### config.mk
export PLATFORM = sky130hd
export DESIGN_NAME = m_fetch
export DESIGN_NICKNAME = d
export VERILOG_FILES = /design/src/rtl/p_fetch.sv /design/src/rtl/m_fetch_fifo.sv /design/src/rtl/m_fetch.sv
export SDC_FILE = /design/constraint.sdc
export NUM_CORES = 1
export LEC_CHECK = 0
export CAP_MARGIN = 5
export CORE_AREA = 2 2 147 149
export CTS_CLUSTER_DIAMETER = 100
export DETAILED_ROUTE_END_ITERATION = 12
export DIE_AREA = 0 0 149 151
export GPL_TIMING_DRIVEN = 0
export HOLD_SLACK_MARGIN = 0.02
export PLACE_DENSITY = 0.82
export SETUP_SLACK_MARGIN = 0.1
export SYNTH_ARGS = -nofsm -noshare
export SYNTH_HDL_FRONTEND = slang
export SYNTH_SLANG_ARGS = --single-unit
### constraint.sdc
create_clock -name clk -period 4.1 [get_ports clk]
set_clock_uncertainty 0.15 [all_clocks]
set_input_delay 0.41 -clock clk [delete_from_list [all_inputs] [get_ports clk]]
set_output_delay 0.41 -clock clk [all_outputs]
set_load 0.005 [all_outputs]
### src/rtl/p_fetch.sv
// p_fetch: shared types for the instruction fetch unit
package p_fetch;
    typedef enum logic {FETCH, FLUSH} e_fetch_state;
    typedef struct packed {
        logic [31:0] pc;
        logic [31:0] instruction;
    } s_fetch_entry;
    function automatic logic [31:0] word_align(input logic [31:0] a);
        return {a[31:2], 2'b00};
    endfunction
endpackage

### src/rtl/m_fetch_fifo.sv
// m_fetch_fifo: small synchronous FIFO of fetch entries with flush and occupancy count
module m_fetch_fifo
    import p_fetch::*;
#(
    parameter int DEPTH = 2
) (
    input  logic                       clk,
    input  logic                       rst_n,
    input  logic                       push,
    input  logic                       pop,
    input  logic                       flush,
    input  s_fetch_entry               din,
    output s_fetch_entry               dout,
    output logic [$clog2(DEPTH+1)-1:0] count
);
    localparam int CW = $clog2(DEPTH + 1);
    localparam int PW = $clog2(DEPTH);
    localparam logic [CW-1:0] FULL = CW'(DEPTH);
    localparam logic [PW-1:0] LAST = PW'(DEPTH - 1);
    s_fetch_entry mem [DEPTH];
    logic [PW-1:0] rd_ptr, wr_ptr;
    logic do_push, do_pop;
    assign do_push = push && count != FULL;
    assign do_pop = pop && count != '0;
    assign dout = mem[rd_ptr];
    always_ff @(posedge clk or negedge rst_n) begin
        if (!rst_n) begin
            rd_ptr <= '0;
            wr_ptr <= '0;
            count <= '0;
            for (int i = 0; i < DEPTH; i++) mem[i] <= '0;
        end else if (flush) begin
            rd_ptr <= '0;
            wr_ptr <= '0;
            count <= '0;
        end else begin
            if (do_push) begin
                mem[wr_ptr] <= din;
                wr_ptr <= wr_ptr == LAST ? '0 : wr_ptr + 1'b1;
            end
            if (do_pop) rd_ptr <= rd_ptr == LAST ? '0 : rd_ptr + 1'b1;
            count <= count + CW'(do_push) - CW'(do_pop);
        end
    end
endmodule

### src/rtl/m_fetch.sv
// m_fetch: credit-limited instruction fetch with in-order responses, tag queue and redirect flush
module m_fetch
    import p_fetch::*;
#(
    parameter logic [31:0] RESET_PC = 32'h0000_0000,
    parameter int          DEPTH    = 2
) (
    input  logic        clk,
    input  logic        rst_n,
    output logic        mem_req_valid,
    input  logic        mem_req_ready,
    output logic [31:0] mem_req_addr,
    input  logic        mem_resp_valid,
    input  logic [31:0] mem_resp_data,
    input  logic        redirect_valid,
    input  logic [31:0] redirect_pc,
    output logic        instr_valid,
    input  logic        instr_ready,
    output logic [31:0] instruction,
    output logic [31:0] instr_pc
);
    localparam int CW = $clog2(DEPTH + 1);
    e_fetch_state state, state_nxt;
    logic [31:0] pc, pc_nxt;
    logic [CW-1:0] outstanding, out_nxt, fifo_count, tag_count;
    logic accept, resp_ok, resp_take, pop;
    logic [CW:0] credit_used;
    s_fetch_entry tag_head, instr_head;
    logic unused_tag;
    assign credit_used = {1'b0, outstanding} + {1'b0, fifo_count};
    assign unused_tag = ^{tag_head.instruction, tag_count};
    always_comb begin
        mem_req_valid = 1'b0;
        accept = 1'b0;
        resp_ok = 1'b0;
        resp_take = 1'b0;
        out_nxt = outstanding;
        pc_nxt = pc;
        state_nxt = state;
        // responses with nothing outstanding are protocol errors and are ignored
        resp_ok = mem_resp_valid && outstanding != '0;
        mem_req_valid = rst_n && state == FETCH && !redirect_valid && credit_used < (CW+1)'(DEPTH);
        accept = mem_req_valid && mem_req_ready;
        resp_take = resp_ok && state == FETCH && !redirect_valid;
        out_nxt = outstanding + CW'(accept) - CW'(resp_ok);
        pc_nxt = redirect_valid ? word_align(redirect_pc) : accept ? pc + 32'd4 : pc;
        state_nxt = redirect_valid ? (out_nxt != '0 ? FLUSH : FETCH) :
                    (state == FLUSH && out_nxt == '0) ? FETCH : state;
    end
    always_ff @(posedge clk or negedge rst_n) begin
        if (!rst_n) begin
            state <= FETCH;
            pc <= word_align(RESET_PC);
            outstanding <= '0;
        end else begin
            state <= state_nxt;
            pc <= pc_nxt;
            outstanding <= out_nxt;
        end
    end
    assign pop = instr_valid && instr_ready && !redirect_valid;
    m_fetch_fifo #(.DEPTH(DEPTH)) u_tags (
        .clk  (clk),
        .rst_n(rst_n),
        .push (accept),
        .pop  (resp_take),
        .flush(redirect_valid),
        .din  ('{pc: pc, instruction: 32'h0}),
        .dout (tag_head),
        .count(tag_count)
    );
    m_fetch_fifo #(.DEPTH(DEPTH)) u_instr (
        .clk  (clk),
        .rst_n(rst_n),
        .push (resp_take),
        .pop  (pop),
        .flush(redirect_valid),
        .din  ('{pc: tag_head.pc, instruction: mem_resp_data}),
        .dout (instr_head),
        .count(fifo_count)
    );
    assign mem_req_addr = pc;
    assign instr_valid = fifo_count != '0;
    assign instruction = instr_head.instruction;
    assign instr_pc = instr_head.pc;
endmodule

# == After elaboration in Yosys (flattened, before gate mapping) ==
# Index checks and enable logic that the tools add are counted.
# totals
register_bits,299
in_bits,70
out_inout_bits,98
word_cells,105
# op_classes
n_addsub,12
order_cmp,7
eq_ne,2
n_mux,31
bitwise_logic,6
reduce_logical,30
# op_table
op,n
64-bit two-way mux,8
128-bit bitwise mux,2
64-bit demux with 1-bit select,2
32-bit two-way mux,2
32-bit by 3-bit adder with 32-bit output (second input constant),1
2-bit nonzero test,10
1-bit logical AND,16
1-bit two-way mux,15
2-bit greater-or-equal comparator (second input constant),4
1-bit NOT with 2-bit output,4
2-bit by 1-bit adder with 2-bit output,3
2-bit by 1-bit subtractor with 2-bit output,3
1-bit adder (second input constant),4
2-bit by 1-bit less-than comparator with 1-bit output (second input constant),2
2-bit two-way mux,2
2-bit inequality test (second input constant),2
2-bit AND reduction,2
2-bit by 2-bit adder with 3-bit output,1
3-bit by 2-bit less-than comparator with 1-bit output (second input constant),1
2-bit zero test,1
1-bit NOT,2
1-bit zero test,1

# == Longest topological paths before layout ==
# logic_depth
ltp_word,11
mapped_depth,13

# == Cells and area by module ==
# Synthesis repeated with hierarchy kept, for this count alone.
# hier_totals
cells_unflattened,978
area_unflattened_um2,13719.4
# by_module_without_submodules
module,n_inst,cells_per_inst,area_per_inst_um2
m_fetch_fifo,2,364,5776.8
m_fetch,1,250,2165.8

# == Worst setup path after synthesis ==
# No wires, ideal clock.
# synth_path
kind,register -> register
startpoint,reg outstanding[0]
endpoint,reg state
setup_time_ns,0.121
arrival_ns,2.697
path_slack_ns,1.131
stages_incl_launch_ff,14
n_path_buf,2
synth_period_minus_slack_ns,2.969
cell_sequence,dfrtp_1 -> and2_1 -> fa_1 -> nor4_1 -> and3_1 -> inv_2 -> buf_2 -> buf_1 -> ha_1 -> inv_1 -> ha_1 -> xnor2_1 -> xnor2_1 -> o22a_1
# synth_between
elab_chain_cells,9
word_cells_on_any_way,14
classes_between,add/sub: 3; order compare: 1; mux: 2; reduce/logical: 8
# synth_lines
item,line_no,source
"start, declared",m_fetch.sv:25,"logic [CW-1:0] outstanding, out_nxt, fifo_count, tag_count;"
"start signal, assigned",m_fetch.sv:58,outstanding <= out_nxt;
2-bit by 2-bit adder with 3-bit output,m_fetch.sv:30,"assign credit_used = {1'b0, outstanding} + {1'b0, fifo_count};"
3-bit by 2-bit less-than comparator with 1-bit output,m_fetch.sv:42,mem_req_valid = rst_n && state == FETCH && !redirect_valid && credit_used < (CW+1)'(DEPTH);
1-bit logical AND,m_fetch.sv:42,
1-bit logical AND,m_fetch.sv:43,accept = mem_req_valid && mem_req_ready;
2-bit by 1-bit adder with 2-bit output,m_fetch.sv:45,out_nxt = outstanding + CW'(accept) - CW'(resp_ok);
2-bit by 1-bit subtractor with 2-bit output (*),m_fetch.sv:45,
net out_nxt[1],m_fetch.sv:25,
2-bit nonzero test / 2-bit zero test (equally long branches),"m_fetch.sv:47, m_fetch.sv:48",
1-bit two-way mux / 1-bit logical AND (equally long branches),"m_fetch.sv:47, m_fetch.sv:48",
1-bit two-way mux / 2-bit nonzero test (equally long branches),--,
"end signal, assigned",m_fetch.sv:56,state <= state_nxt;
"end, declared",m_fetch.sv:23,"e_fetch_state state, state_nxt;"
# Mark *: on every way through the listed nets, which the timed path passes. The rest lies on a longest branch.
# A chain may end at the register's enable or synchronous reset.

# == Worst setup path in the final report ==
# Ends and elaborated chain as after synthesis.

==> flow_summary.toml <==
[final_layout]
final_cell_area_um2 = 13100
syn_to_final_growth_pct = 27.6
n_antenna_cell = 0
finalCoreUtilization_pct = 62.9
drive_gt1_share_pct = 22.0
final_nets = 1120

[floorplanning]
die_area_um2 = 22500
core_um2 = 20800
die_h_um = 151
initial_core_util_pct = 49.3
ios = 168
die_x_um = 149
rows = 53

[critical_path]
critPathLaunchType = "flip-flop"
path_max_fanout = 10
crit_buf_inv = 4
rrSetupSlack_ns = 0.69
end_kind = "flip-flop"
r2r-start = "outstanding[0]"
cp_data_arrival_time_ns = 3.65
cp_top_family = "adder cells"
rr_endpoint = "state"
crit_slowest_cell = "fa_1"
slowest_delay_ns = 0.43
path_cells = "and2_1 -> fa_1 -> nor4_1 -> and3_1 -> inv_2 -> buf_2 -> buf_1 -> ha_1 -> inv_1 -> ha_1 -> xnor2_1 -> xnor2_1 -> o22a_1"
cp.depth = 13
cp.required_ns = 4.34
critPathKind = "reg -> reg"
ff2ff_path_depth = 13

[power]
ir_drop_mv = 0.316
power.density_nw_per_um2 = 644
total_leakage_power_uw = 0.00571

[timing]
max_freq_mhz = 293
worstMarginPinSlew_ns = 0.818
max_slew_margin_pct = 45.5
maxSlewViolCount = 0
setup_ws_ns = 0.689
min_period_ns = 3.41
report.final.hold_viol_count = 0
finalCritPeriodShare_pct = 83.2
grt_setup_unrepaired = "no"
final.setup.tns_ns = 0
setup_viol = 0

[place]
place_ws_ns = 0.706
numPortBuffers = 161
dp_hpwl_um = 17500
dpl_cell_area_um2 = 12300
gp_congestion = 0.915

[detailed_routing]
via_per_inst = 5.61
drt_iter0_markers = 487
drt-total-wl_um = 25600
drt-pass1-iter-count = 4
drc = 0
postRouteAntennaNets = 0
post_drt_wl_per_cell_um = 19.2
via_count = 7471

[synth]
avgSynthCellArea_um2 = 12.1
post-synth-top-count-cell = "dfrtp_1"
ys_seq_elements = 225
synth_edf_count = 0
yosysSeqAreaShare_pct = 54.9
yosys_warnings = 0
synthTopCellsByCount = "dfrtp_1, mux2_2, nand2_1, nor2_1, o21ai_0"
syn_area_um2 = 10300
yosysTopAreaCell = "dfrtp_1"
ys_async_sr_fraction_pct = 100
ys_top_cells_by_area = "dfrtp_1, mux2_2, mux2_1"
ys_types = 54
synth_flop_cell = "dfrtp_1"
yosysTopAreaCellShare_pct = 54.9
synthCells = 849

[cts]
post_cts_buffers = 0
ctsHoldBuffers = 1
cts-buffers-inserted = 24
clockBufferDepth = 3
clk_pin_slew_worst_paths_ns = 0.06
cts_htree_levels = 1
cts_resized = 0
cts_sinks = 225
root_buffer = "clkbuf_16"
tritoncts = "built"
clk_latency_ns = 0.51

[job]
cap_violations = 0

[outcome]
status = "finished, final reports clean"

[global_routing]
grt_pass1_vias = 7537
grt.total_usage_pct = 22.8
grt_max_degree = 103
grt-ovfl-total = 0
antenna_found_initial = 0
grt_pass1_wl_um = 40300

[min_path]
hold_path_class = "in -> async"
[cell type report]
type / instances / area, um^2
Timing Repair Buffer: 164 / 1680
Fill cell: 1633 / 7730
Inverter: 12 / 45.0
Clock inverter: 1 / 30.0
Multi-Input combinational cell: 558 / 4310
Clock buffer: 40 / 762
Buffer: 57 / 293
Sequential cell: 225 / 5630
Tap cell: 275 / 344
[routing by layer]
layer  track usage (%)  vias to the layer above  part of all wire [%]
met5                 0                        -                     0
met4              5.90                        0                   1.6
met3              4.88                       41                   8.2
met2              37.9                      344                    47
met1              30.6                     3674                    43
li1                  -                     3412                     -
[cell families (layout without fill, tap and decap cells)]
family | after synthesis | count (layout) | synth area share (%)
muxes | 218 | 218 | 23.5
DFF | 225 | 225 | 54.9
xor gates and xnor gates | 7 | 7 | 0.597
and+or+nand+nor | 188 | 188 | 8.61
AOI/OAI and AO/OA | 133 | 133 | 8.03
other | 1 | 4 | 0.0365
adders and majority gates | 8 | 8 | 1.05
buffers and inverters | 69 | 274 | 3.29
[how the worst max path moves through the flow]
stage / start / endpoint / slack, ns
3_5_place_dp: outstanding[0] / state / 0.71
3_3_place_gp: rst_n / state / -6.91
6_report: outstanding[0] / state / 0.69
5_1_grt: rst_n / state / 0.46
2_1_floorplan: outstanding[0] / state / 1.13
4_1_cts: outstanding[0] / state / 0.69
[through the flow]
step	total power (uW)	std cells	hold WS, ns
after floorplan	4880	852	-0.0356
after CTS	8500	1332	0.221
after global routing	8940	1332	0.240
after global placement	6190	1288	0.305
final	8440	1332	0.222
after detailed placement	6310	1290	0.157
[where the power goes]
group / switching (uW) / internal (uW) / leakage, uW
registers: 477 / 3020 / 0.00287
clock network: 835 / 1320 / 0.000388
logic: 1100 / 1680 / 0.00245
total: 2410 / 6020 / 0.00571
[sequential cells by signal, summed over array words and instances (netlist names), 2 cells and up]
name           count
mem_req_addr      30
outstanding        2
u_instr.count      2
u_instr.mem      124
u_tags.count       2
u_tags.mem        60
[cell usage in the layout, fill, tap and decap left out, types with 5 or more instances in the layout]
| cell type | netlist | routed |
|---|---|---|
| dfrtp_1 | 225 | 225 |
| clkdlybuf4s50_1 | 0 | 160 |
| mux2_2 | 155 | 155 |
| nand2_1 | 64 | 64 |
| nor2_1 | 57 | 57 |
| o21ai_0 | 55 | 55 |
| a21oi_1 | 37 | 37 |
| mux2i_1 | 32 | 32 |
| mux2_1 | 31 | 31 |
| clkbuf_1 | 19 | 26 |
| clkbuf_16 | 0 | 25 |
| buf_2 | 18 | 18 |
| nand4_1 | 15 | 15 |
| nand3_1 | 12 | 12 |
| inv_1 | 11 | 11 |
| buf_4 | 9 | 9 |
| buf_1 | 8 | 8 |
| clkbuf_8 | 0 | 8 |
| nor4_1 | 7 | 7 |
| ha_1 | 7 | 7 |
| o311ai_0 | 6 | 6 |
| o211ai_1 | 6 | 6 |
| a32oi_1 | 6 | 6 |
| and2_1 | 5 | 5 |
| a221o_1 | 5 | 5 |
Power figures use the tool's default switching activity.
